===== src/rtl/master_port_pkg.sv =====
// Shared types and constants for the bit-serial bus master port.
package master_port_pkg;

    typedef enum logic [2:0] {
        ST_IDLE,
        ST_REQ,
        ST_ADDR,
        ST_WDATA,
        ST_RWAIT,
        ST_RDATA,
        ST_DONE
    } state_e;

    localparam logic MODE_READ  = 1'b0;
    localparam logic MODE_WRITE = 1'b1;

    function automatic int cnt_width(input int n);
        return (n > 1) ? $clog2(n) : 1;
    endfunction

endpackage


===== src/rtl/master_port_burst_bus_shift_reg.sv =====
// LSB-first shift register with bit counter; used for the address, write-data
// and read-data serialisers of master_port_burst.
module bus_shift_reg #(
    parameter int WIDTH = 8
) (
    input  logic             clk,
    input  logic             rstn,
    input  logic             i_load,
    input  logic [WIDTH-1:0] i_load_val,
    input  logic             i_shift,
    input  logic             i_bit_in,
    output logic [WIDTH-1:0] o_data,
    output logic             o_last
);
    import master_port_pkg::*;

    localparam int CNT_W = cnt_width(WIDTH);

    logic [WIDTH-1:0] r_data;
    logic [CNT_W-1:0] r_cnt;
    logic             w_last;

    assign w_last = (r_cnt == CNT_W'(WIDTH - 1));

    // NOTE: sequential state uses non-blocking assignments so every register
    // samples the pre-edge values of its neighbours, whatever the block order.
    always_ff @(posedge clk or negedge rstn) begin
        if (!rstn) begin
            r_data <= '0;
            r_cnt  <= '0;
        end else if (i_load) begin
            r_data <= i_load_val;
            r_cnt  <= '0;
        end else if (i_shift) begin
            r_data <= {i_bit_in, r_data[WIDTH-1:1]};
            r_cnt  <= w_last ? '0 : r_cnt + 1'b1;
        end
    end

    assign o_data = r_data;
    assign o_last = w_last;

endmodule


===== src/rtl/master_port_burst.sv =====
// Bit-serial system-bus master port with multi-beat bursts.
// Optional handshake timeout: define MASTER_PORT_TIMEOUT_EN.
module master_port_burst #(
    parameter int DATA_W      = 8,
    parameter int ADDR_W      = 16,
    parameter int BURST_W     = 4,
    parameter int TIMEOUT_CYC = 64
) (
    input  logic               clk,
    input  logic               rstn,
    input  logic               m_start,
    input  logic               m_mode,
    input  logic [ADDR_W-1:0]  m_addr,
    input  logic [BURST_W-1:0] m_burst_len,
    input  logic [DATA_W-1:0]  m_wr_data,
    output logic               m_wr_req,
    output logic [DATA_W-1:0]  m_rd_data,
    output logic               m_rd_valid,
    output logic               m_busy,
    output logic               m_done,
    output logic               m_error,
    output logic               mode,
    output logic               wr_bus,
    input  logic               rd_bus,
    output logic               master_valid,
    input  logic               slave_ready,
    output logic               master_ready,
    input  logic               slave_valid
);
    import master_port_pkg::*;

    if (DATA_W < 2 || ADDR_W < 2 || TIMEOUT_CYC < 1) begin : g_param_check
        $error("master_port_burst: DATA_W/ADDR_W must be >= 2 and TIMEOUT_CYC >= 1");
    end

    state_e              r_state;
    state_e              w_next;
    logic                r_mode;
    logic [BURST_W-1:0]  r_beats_left;
    logic [DATA_W-1:0]   r_rd_data;
    logic                r_rd_valid;

    logic                w_start;
    logic                w_final_beat;
    logic                w_wr_req;
    logic                w_rd_done;
    logic                w_timeout;
    logic [ADDR_W-1:0]   w_addr_word;
    logic [DATA_W-1:0]   w_wd_word;
    logic [DATA_W-1:0]   w_rd_word;
    logic                w_addr_last;
    logic                w_wd_last;
    logic                w_rd_last;
    logic                w_unused_bits;

    assign w_start      = (r_state == ST_IDLE) && m_start;
    assign w_final_beat = (r_beats_left == '0);
    assign w_wr_req     = (r_state == ST_WDATA) && w_wd_last && !w_final_beat;
    assign w_rd_done    = (r_state == ST_RDATA) && w_rd_last;

    bus_shift_reg #(.WIDTH(ADDR_W)) u_addr_sr (
        .clk        (clk),
        .rstn       (rstn),
        .i_load     (w_start),
        .i_load_val (m_addr),
        .i_shift    (r_state == ST_ADDR),
        .i_bit_in   (1'b0),
        .o_data     (w_addr_word),
        .o_last     (w_addr_last)
    );

    // Beat 0 comes with m_start; later beats reload on the m_wr_req edge.
    bus_shift_reg #(.WIDTH(DATA_W)) u_wdata_sr (
        .clk        (clk),
        .rstn       (rstn),
        .i_load     ((w_start && (m_mode == MODE_WRITE)) || w_wr_req),
        .i_load_val (m_wr_data),
        .i_shift    (r_state == ST_WDATA),
        .i_bit_in   (1'b0),
        .o_data     (w_wd_word),
        .o_last     (w_wd_last)
    );

    bus_shift_reg #(.WIDTH(DATA_W)) u_rdata_sr (
        .clk        (clk),
        .rstn       (rstn),
        .i_load     (w_start),
        .i_load_val ({DATA_W{1'b0}}),
        .i_shift    (((r_state == ST_RWAIT) && slave_valid) || (r_state == ST_RDATA)),
        .i_bit_in   (rd_bus),
        .o_data     (w_rd_word),
        .o_last     (w_rd_last)
    );

    assign w_unused_bits = &{1'b0, w_addr_word[ADDR_W-1:1], w_wd_word[DATA_W-1:1], w_rd_word[0]};

`ifdef MASTER_PORT_TIMEOUT_EN
    localparam int TO_W = $clog2(TIMEOUT_CYC + 1);

    logic [TO_W-1:0] r_to_cnt;
    logic            r_error;
    logic            w_waiting;
    logic            w_handshake;

    assign w_waiting   = (r_state == ST_REQ) || (r_state == ST_RWAIT);
    assign w_handshake = ((r_state == ST_REQ) && slave_ready) ||
                         ((r_state == ST_RWAIT) && slave_valid);
    assign w_timeout   = w_waiting && !w_handshake && (r_to_cnt == TO_W'(TIMEOUT_CYC - 1));

    // Counter only advances while stalled; any other cycle restarts it.
    always_ff @(posedge clk or negedge rstn) begin
        if (!rstn) begin
            r_to_cnt <= '0;
            r_error  <= 1'b0;
        end else begin
            r_error  <= w_timeout;
            r_to_cnt <= (w_waiting && !w_handshake) ? r_to_cnt + 1'b1 : '0;
        end
    end

    assign m_error = r_error;
`else
    assign w_timeout = 1'b0;
    assign m_error   = 1'b0;
`endif

    always_ff @(posedge clk or negedge rstn) begin
        if (!rstn) begin
            r_state      <= ST_IDLE;
            r_mode       <= MODE_READ;
            r_beats_left <= '0;
            r_rd_data    <= '0;
            r_rd_valid   <= 1'b0;
        end else begin
            r_state    <= w_next;
            r_rd_valid <= w_rd_done;
            if (w_start) begin
                r_mode       <= m_mode;
                r_beats_left <= m_burst_len;
            end else if (w_wr_req || (w_rd_done && !w_final_beat)) begin
                r_beats_left <= r_beats_left - 1'b1;
            end
            if (w_rd_done) begin
                r_rd_data <= {rd_bus, w_rd_word[DATA_W-1:1]};
            end
        end
    end

    // NOTE: next state defaults to the current state before the case so that
    // no path leaves w_next unassigned and no latch is inferred.
    always_comb begin
        w_next = r_state;
        case (r_state)
            ST_IDLE: begin
                if (m_start) w_next = ST_REQ;
            end
            ST_REQ: begin
                if (slave_ready)    w_next = ST_ADDR;
                else if (w_timeout) w_next = ST_DONE;
            end
            ST_ADDR: begin
                if (w_addr_last) w_next = (r_mode == MODE_WRITE) ? ST_WDATA : ST_RWAIT;
            end
            ST_WDATA: begin
                if (w_wd_last && w_final_beat) w_next = ST_DONE;
            end
            ST_RWAIT: begin
                if (slave_valid)    w_next = ST_RDATA;
                else if (w_timeout) w_next = ST_DONE;
            end
            ST_RDATA: begin
                if (w_rd_last) w_next = w_final_beat ? ST_DONE : ST_RWAIT;
            end
            ST_DONE: begin
                w_next = ST_IDLE;
            end
            default: begin
                w_next = ST_IDLE;
            end
        endcase
    end

    assign m_busy       = (r_state != ST_IDLE) && (r_state != ST_DONE);
    assign m_done       = (r_state == ST_DONE);
    assign master_valid = (r_state == ST_REQ) || (r_state == ST_ADDR) || (r_state == ST_WDATA);
    assign master_ready = (r_state == ST_RWAIT) || (r_state == ST_RDATA);
    assign wr_bus       = ((r_state == ST_ADDR)  && w_addr_word[0]) ||
                          ((r_state == ST_WDATA) && w_wd_word[0]);
    assign m_wr_req     = w_wr_req;
    assign m_rd_data    = r_rd_data;
    assign m_rd_valid   = r_rd_valid;
    assign mode         = r_mode;

endmodule


===== config.mk =====
export PLATFORM = sky130hd
export DESIGN_NAME = master_port_burst
export DESIGN_NICKNAME = d
export VERILOG_FILES = /design/src/rtl/master_port_pkg.sv /design/src/rtl/master_port_burst_bus_shift_reg.sv /design/src/rtl/master_port_burst.sv
export SDC_FILE = /design/constraint.sdc
export NUM_CORES = 1
export LEC_CHECK = 0
export ABC_CLOCK_PERIOD_IN_PS = 2900
export CELL_PAD_IN_SITES_DETAIL_PLACEMENT = 1
export CELL_PAD_IN_SITES_GLOBAL_PLACEMENT = 1
export CORE_MARGIN = 3
export CORE_UTILIZATION = 34
export DETAILED_ROUTE_END_ITERATION = 12
export MAX_ROUTING_LAYER = met4
export PLACE_DENSITY_LB_ADDON = 0.1
export SLEW_MARGIN = 20
export SYNTH_ARGS = -nofsm -noshare
export SYNTH_HDL_FRONTEND = slang
export SYNTH_HIERARCHICAL = 1
export SYNTH_SLANG_ARGS = --single-unit

===== constraint.sdc =====
create_clock -name clk -period 2.9 [get_ports clk]
set_clock_uncertainty 0.05 [all_clocks]
set_input_delay 0.87 -clock clk [delete_from_list [all_inputs] [get_ports clk]]
set_output_delay 0.87 -clock clk [all_outputs]
set_load 0.005 [all_outputs]

## After elaboration in Yosys (flattened, before gate mapping)

Index checks and enable logic that the tools add are counted.

| cells by class | value |
|---|---|
| multiplexer cells | 26 |
| eq/ne operators | 16 |
| $add $sub $neg | 4 |
| reductions and logical operators | 27 |

Operator list:

| cell | number |
|---|---|
| $mux 3 | 13 |
| $mux 16 | 2 |
| $mux 8 | 4 |
| $mux 4 | 5 |
| $pmux 3 s6 | 1 |
| $eq 3x3->1 const B | 5 |
| $logic_and 1x1->1 | 11 |
| $ne 2x2->1 const B | 5 |
| $reduce_bool 2->1 | 4 |
| $logic_or 1x1->1 | 7 |
| $add 3x1->3 const B | 2 |
| $eq 3x2->1 const B | 2 |
| $reduce_and 6->1 | 1 |
| $add 4x1->4 const B | 1 |
| $eq 4x4->1 const B | 1 |
| $logic_not 4->1 | 1 |
| $sub 4x1->4 const B | 1 |
| $eq 3x1->1 const B | 1 |
| $logic_not 3->1 | 1 |
| $ne 3x3->1 const B | 1 |
| $reduce_bool 3->1 | 1 |
| $mux 2 | 1 |
| $ne 2x1->1 const B | 1 |
| $logic_not 1->1 | 1 |

| storage, ports and cells | value |
|---|---|
| register bits | 59 |
| output and inout port bits | 17 |

## Longest topological paths before layout

Gate-level depths: netlist (run 1).

| depth | value |
|---|---|
| depth after elaboration | 6 |
| mapped depth | 9 |
| gate-level depth less buffers | 7 |

## Cells and area by module

Netlist (run 1), hierarchy kept.

By module, submodules not included:

| module | times used | area an instance (µm²) | cells each | seq. area each (µm²) |
|---|---|---|---|---|
| bus_shift_reg (u_rdata_sr ...) | 2 | 515.5 | 47 | 275.3 |
| master_port_burst | 1 | 1,022.2 | 110 | 425.4 |
| bus_shift_reg (u_addr_sr) | 1 | 949.7 | 90 | 500.5 |

## Worst setup path before layout (run 1)

Ideal clock, no wire load.

| timing | value |
|---|---|
| path kind | reg-to-output |
| start | reg r_state[0] |
| end | out wr_bus |
| setup slack | 0.741 ns |
| path buffers | 2 |
| cell stages (with the launch flop) | 5 |
| arrival | 1.239 ns |
| cells stage by stage | dfrtp_1 -> buf_4 -> clkbuf_1 -> nor3_1 -> a22o_1 |

| on the way | value |
|---|---|
| word-level cells in the longest chain between the ends | 3 |

RTL lines:

| item | RTL line | text |
|---|---|---|
| start, declared | master_port_burst.sv:36 | `state_e r_state;` |
| start signal, assigned | master_port_burst.sv:135 | `r_state <= w_next;` |
| $eq 3x2->1 (on tied branches) | master_port_burst.sv:187, master_port_burst.sv:188 |  |
| $logic_and 1x1->1 (on tied branches) | master_port_burst.sv:187, master_port_burst.sv:188 |  |
| $logic_or 1x1->1 (*) | master_port_burst.sv:187 | `assign wr_bus = ((r_state == ST_ADDR) && w_addr_word[0]) \|\|` |
| end, declared | master_port_burst.sv:23 | `output logic wr_bus,` |

Every way passes the cells marked *; elsewhere a longest branch is shown, timed or not.

## Final worst setup path (run 1)

| timing | value |
|---|---|
| start | reg r_state[2] |
| end | out wr_bus |

Same word-level chain as after synthesis.

==> impl_metrics.yaml, run 1 <==
outcome:
  outcome: "complete, no violations"
setup_path:
  worstSetupEndpointType: "primary output"
  worstPathArrival_ps: 1860
  ff2ff_path_depth: 5
  required_ps: 1980
  critPathMaxStageDelay_ps: 510
  critPathMaxFanout: 14
  crit_slowest_cell: "dfrtp_2"
  path_class: "flop to primary output"
  crit_path_start_kind: "flop"
  crit_buf_inv: 1
  critPathTopFamily: "flip-flops"
  cp_cell_sequence: "and3b_1, a22o_1, clkdlybuf4s50_1"
  crit_cells: 3
final_layout:
  fin_nets: 396
  antenna_cells: 0
  multi_input_area_um2: 1420
  drive_above_1_share: 0.1337
  fillers: 953
  syn_to_final_growth_pct: 29.98
  regArea_um2: 1454
  final_area_um2: 3846
global_routing:
  grt_pass1_vias: 2400
  grt_max_degree: 52
  grt_pass1_wl_mm: 11.48
  antenna_found_initial: 0
  globalRouteOverflowTotal: 0
  grt_use_total: 0.1508
sta:
  period_share: 0.9586
  hold_viol: 0
  max_slew_margin: 0.5676
  slew_viol_final: 0
  fin_setup_tns_ps: 0
  period_needed_ps: 2780
  rsz0062_at_grt: "false"
  setup_viol: 0
  worstMarginPinSlew_ps: 648.7
  fmax_mhz: 359.7
min_path:
  holdPathStages: 2
  hp-class: "flop to flop"
route:
  wirelength_mm: 6.636
  wl_met2_mm: 3.185
  drt_iter0_markers: 50
  dr_wl_met3_um: 298
  top_layer: "met4"
  avgViaCountPerCell: 4.778
  dr.pass1.iters: 4
  vias: 2217
  ant_nets: 0
  drc: 0
  wl_per_cell_um: 14.30
  met1Wirelength_mm: 3.071
synth:
  yosysWarnings: 6
  synth_area_um2: 2959
  avgSynthCellArea_um2: 10.20
  synth_cells: 290
floorplan:
  initial_core_util: 0.3548
  design.core.area_um2: 8341
  dieArea_um2: 9859
  io_pins: 52
  chipWidth_um: 99.29
  rows: 33
  die_h_um: 99.29
placement:
  dp_hpwl_mm: 4.636
  post_dp_cell_area_um2: 3593
  io_buffer_count: 50
  routabilityCongestion: 0.7253
clock_tree:
  hold_buffers: 0
  numCtsBuffers: 9
  clock_latency_ps: 340
  clockBufferDepth: 2
  h-tree-depth: 3
  clk_pin_slew_ps: 60
  tritoncts: "done"
  cts.sinks: 58
  clockRootBuffer: "clkbuf_8"
power_and_ir_drop:
  peakVddDrop_uv: 340.6
  p_per_area_nw_per_um2: 966.0
  total_leakage_power_nw: 1.683
job:
  maxCapViolations: 0
==> worst paths after layout <==
check / slack (ps) / endpoint / startpoint
min reg2reg: 430 / m_rd_data[7]$_DFFE_PN0P_ / m_rd_data[7]$_DFFE_PN0P_
min in group asynchronous: 510 / u_addr_sr/o_data[0]$_DFFE_PN0P_ / rstn
max: 120 / wr_bus / r_state[2]$_DFFE_PN0P_
min: 430 / m_rd_data[7]$_DFFE_PN0P_ / m_rd_data[7]$_DFFE_PN0P_
max reg2reg: 730 / r_beats_left[3]$_DFFE_PN0P_ / r_state[0]$_DFFE_PN0P_
max in group asynchronous: 1680 / u_addr_sr/r_cnt[1]$_DFFE_PN0P_ / rstn
==> sequential cells by signal, indices dropped and copies added, names as in the netlist <==
| name | flops |
|---|---|
| u_wdata_sr/o_data | 8 |
| mode | 1 |
| u_rdata_sr/r_cnt | 3 |
| m_rd_data | 8 |
| u_rdata_sr/o_data | 7 |
| r_beats_left | 4 |
| r_state | 3 |
| u_addr_sr/r_cnt | 4 |
| m_rd_valid | 1 |
| u_wdata_sr/r_cnt | 3 |
| u_addr_sr/o_data | 16 |
==> stage by stage <==
step           hold WS, ps  setup slack [ps]  instances  utilization  total power, W
2_1_floorplan        388.0             740.7        299            -        0.002438
3_3_place_gp         411.5             334.9        447       0.4308        0.002774
3_5_place_dp         414.5             291.8        447       0.4308        0.002832
4_1_cts              432.9             15.87        464       0.4604        0.003787
5_1_grt              470.2             15.99        464       0.4611        0.004040
6_report             426.1             120.2        464       0.4611        0.003715
==> layout make-up <==
class / count / area share
Clock buffer: 11 / 0.03416
Clock inverter: 5 / 0.02668
Inverter: 6 / 0.005856
Multi-Input combinational cell: 217 / 0.3692
Sequential cell: 58 / 0.3780
Tap cell: 105 / 0.03416
Timing Repair Buffer: 62 / 0.1519
==> layout by cell type (no fill, tap or decap), drive strengths merged, types with 3 or more instances in the layout <==
master	n
nor2	11
inv	6
nor3b	3
clkbuf	11
nand2	62
dfrtp	58
o21ai	38
nand2b	6
mux2i	38
ha	7
buf	13
conb	10
or3b	4
bufinv	3
clkdlybuf4s50	48
a21oi	10
==> worst register-to-register path, stage by stage, from the launching register on <==
cell	delay (ps)
dfrtp_1	500
buf_4	260
nand4b_2	410
a2111oi_4	440
xor2_1	100
mux2_1	290
==> layer usage <==
metal / track usage / vias to the layer above
met5: - / -
met4: 0.04412 / 0
met3: 0.04278 / 9
met2: 0.2386 / 42
met1: 0.1890 / 1064
li1: - / 1102
==> where the power goes <==
group / internal [W] / total (W) / leakage (nW) / switching (W)
sequential: 0.00115 / 0.00143 / 0.726 / 0.000278
combinational: 0.000712 / 0.00139 / 0.843 / 0.000678
clock: 0.000570 / 0.000897 / 0.114 / 0.000327
==> timing repair <==
| item | in CTS | in global routing |
|---|---|---|
| setup endpoints to repair | 3 | 3 |
| endpoints found under the hold margin | 0 | 0 |
| buffers inserted | 1 | 0 |
| resized for setup | 7 | 2 |
(Power assumes the default switching activity.)
==> run 2: changes to the inputs <==
--- a/config.mk
+++ b/config.mk
@@ -5,14 +5,15 @@
 export SDC_FILE = /design/constraint.sdc
 export NUM_CORES = 1
 export LEC_CHECK = 0
-export ABC_CLOCK_PERIOD_IN_PS = 2900
+export ABC_CLOCK_PERIOD_IN_PS = 3300
+export CAP_MARGIN = 20
 export CELL_PAD_IN_SITES_DETAIL_PLACEMENT = 1
 export CELL_PAD_IN_SITES_GLOBAL_PLACEMENT = 1
 export CORE_MARGIN = 3
 export CORE_UTILIZATION = 34
 export DETAILED_ROUTE_END_ITERATION = 12
 export MAX_ROUTING_LAYER = met4
-export PLACE_DENSITY_LB_ADDON = 0.1
+export PLACE_DENSITY = 0.73
 export SLEW_MARGIN = 20
 export SYNTH_ARGS = -nofsm -noshare
 export SYNTH_HDL_FRONTEND = slang
==> constraint.sdc (replaced) <==
create_clock -name clk -period 3.3 [get_ports clk]
set_clock_uncertainty 0.05 [all_clocks]
set_input_delay 0.99 -clock clk [delete_from_list [all_inputs] [get_ports clk]]
set_output_delay 0.99 -clock clk [all_outputs]
set_load 0.005 [all_outputs]
==> run 2 against run 1 <==
Against the previous run:
- via count shrank 0.18%
- combinational power shrank 14%
- clock power shrank 20%
- flip-flop and latch count is the same
- largest power group unchanged
- worst setup slack gained 91 ps
- power shrank 14%
- core utilization shrank 0.72 points
- worst hold slack gained 0.83 ps
- global-route usage shrank 0.28 points
- non-clock buffer count shrank 5
- highest routed layer unchanged
- wire length shrank 0.20%
==> impl_metrics.yaml, run 2 (same netlist as run 1, synthesis figures left out) <==
outcome:
  outcome: "complete, no violations"
sta:
  setup_ws_ps: 210.9
  max_slew_margin: 0.4955
  worstMarginPinSlew_ps: 756.8
  hold_viol: 0
  fin_setup_tns_ps: 0
  period_share: 0.9361
  rsz0062_at_grt: "false"
  slew_viol_final: 0
  fmax_mhz: 323.7
  setup_viol: 0
  holdWs_ps: 426.9
  period_needed_ps: 3089
floorplan:
  rows: 33
  initial_core_util: 0.3548
  io_pins: 52
  chipWidth_um: 99.29
  dieArea_um2: 9859
  die_h_um: 99.29
  design.core.area_um2: 8341
clock_tree:
  post-cts-setup-buffer-count: 0
  clock_latency_ps: 340
  clockRootBuffer: "clkbuf_8"
  numCtsBuffers: 9
  cts.sinks: 58
  clockBufferDepth: 2
  h-tree-depth: 3
  clk_pin_slew_ps: 70
  cts_resized: 0
  tritoncts: "done"
  hold_buffers: 0
setup_path:
  r2r_end: "r_beats_left[3]$_DFFE_PN0P_"
  cp_cell_sequence: "and3b_1, and3_1, clkdlybuf4s50_1"
  crit_cells: 3
  crit_buf_inv: 1
  crit_start: "r_state[0]$_DFFE_PN0P_"
  critPathMaxStageDelay_ps: 640
  crit_path_start_kind: "flop"
  worstSetupEndpointType: "primary output"
  reg2reg_from: "r_state[0]$_DFFE_PN0P_"
  ff2ff_path_depth: 5
  critPathTopFamily: "flip-flops"
  required_ps: 2260
  worstPathArrival_ps: 2050
  path_class: "flop to primary output"
  crit_end: "m_wr_req"
  ff2ff_setup_slack_ps: 1040
  critPathMaxFanout: 13
  crit_slowest_cell: "dfrtp_1"
final_layout:
  final_cell_mix: "nand2_1 (62), dfrtp_1 (58), clkdlybuf4s50_1 (49)"
  layout_commonest_cell: "nand2_1"
  drive_above_1_share: 0.09887
  syn_to_final_growth_pct: 27.95
  post-route-util: 0.4539
  fillers: 950
  fin_nets: 391
  antenna_cells: 0
  largest_reg_flops: 16
global_routing:
  grt_max_degree: 62
  antenna_found_initial: 0
  globalRouteOverflowTotal: 0
  grt_pass1_vias: 2311
  grt_use_total: 0.1480
  grt_pass1_wl_mm: 11.18
route:
  met1Wirelength_mm: 3.060
  dr_wl_met3_um: 235
  wirelength_mm: 6.623
  ant_nets: 0
  drt_iter0_markers: 51
  drc: 0
  wl_per_cell_um: 14.43
  top_layer: "met4"
  wl_met2_mm: 3.186
  avgViaCountPerCell: 4.821
  vias: 2213
  dr.pass1.iters: 4
placement:
  dp_hpwl_mm: 4.694
  routabilityCongestion: 0.7555
  io_buffer_count: 50
  post-place-ws_ps: 534.2
job:
  maxCapViolations: 0
power_and_ir_drop:
  switching_share: 0.3568
  p_per_area_nw_per_um2: 839.5
  p_comb_frac: 0.379
  switching_power_w: 0.001134
  power_frac_clock: 0.225
  power.total_w: 0.003178
  total_leakage_power_nw: 1.653
  peakVddDrop_uv: 291.4
  p_int_w: 0.002044
  seq_power_share: 0.397
min_path:
  hp-class: "flop to flop"
==> run 2: cell count changes in the layout (fill, tap and decap cells not counted), sizes merged <==
cell | previous run | this run
clkdlybuf4s50 | 48 | 49
dlygate4sd2 | 1 | 0
clkinvlp | 1 | 0
bufinv | 3 | 2
clkinv | 1 | 3
buf | 13 | 8
==> run 2: per-stage QoR <==
step	area, µm²	instances
floorplan	2993	299
global placement	3576	443
detailed placement	3576	443
CTS	3786	459
global route	3786	459
finish	3786	459
==> run 2: layout make-up <==
cell class	count	area [µm²]	share of cell area
sequential	58	1451	0.3833
clock buffer	11	131.4	0.03470
timing repair buffer	57	560.5	0.1481
tap	105	131.4	0.03470
inverter	6	22.52	0.005948
clock inverter	5	78.83	0.02082
multi-input combinational	217	1410	0.3724
==> run 2: metal layers <==
| metal | vias to the layer above | GRT usage |
|---|---|---|
| met3 | 9 | 0.02595 |
| li1 | 1095 | - |
| met2 | 34 | 0.2283 |
| met1 | 1075 | 0.1869 |
| met5 | - | - |
| met4 | 0 | 0.07563 |
==> run 2: worst min-delay path, cell delays in order, from the launching register on <==
cell	delay, ps
dfrtp_1	350
nand2_1	50
nand2_1	50
==> run 2: how the worst min path moves through the flow <==
stage | from | endpoint | slack [ps] | depth (start not counted)
after floorplan | u_rdata_sr/o_data[1]$_DFFE_PN0P_ | m_rd_data[0]$_DFFE_PN0P_ | 390 | 2
after global placement | u_rdata_sr/o_data[1]$_DFFE_PN0P_ | m_rd_data[0]$_DFFE_PN0P_ | 410 | 2
after detailed placement | u_rdata_sr/o_data[1]$_DFFE_PN0P_ | m_rd_data[0]$_DFFE_PN0P_ | 410 | 2
after CTS | u_rdata_sr/o_data[1]$_DFFE_PN0P_ | m_rd_data[0]$_DFFE_PN0P_ | 430 | 2
after global routing | m_rd_data[1]$_DFFE_PN0P_ | m_rd_data[1]$_DFFE_PN0P_ | 460 | 2
final | u_rdata_sr/o_data[1]$_DFFE_PN0P_ | m_rd_data[0]$_DFFE_PN0P_ | 430 | 2
==> run 2: power groups by stage <==
stage / clock network (W) / logic (W) / registers [W]
after floorplan: 0 / 0.000984 / 0.00116
after global placement: 0 / 0.00117 / 0.00126
after detailed placement: 0 / 0.00122 / 0.00128
after CTS: 0.000736 / 0.00123 / 0.00127
after global routing: 0.000768 / 0.00137 / 0.00131
final: 0.000714 / 0.00120 / 0.00126
==> run 3: changes to the inputs <==
--- a/config.mk
+++ b/config.mk
@@ -5,7 +5,6 @@
 export SDC_FILE = /design/constraint.sdc
 export NUM_CORES = 1
 export LEC_CHECK = 0
-export ABC_CLOCK_PERIOD_IN_PS = 3300
 export CAP_MARGIN = 20
 export CELL_PAD_IN_SITES_DETAIL_PLACEMENT = 1
 export CELL_PAD_IN_SITES_GLOBAL_PLACEMENT = 1
==> results of run 3 <==
The final DEF is identical to that of run 2; final timing and power are the same.
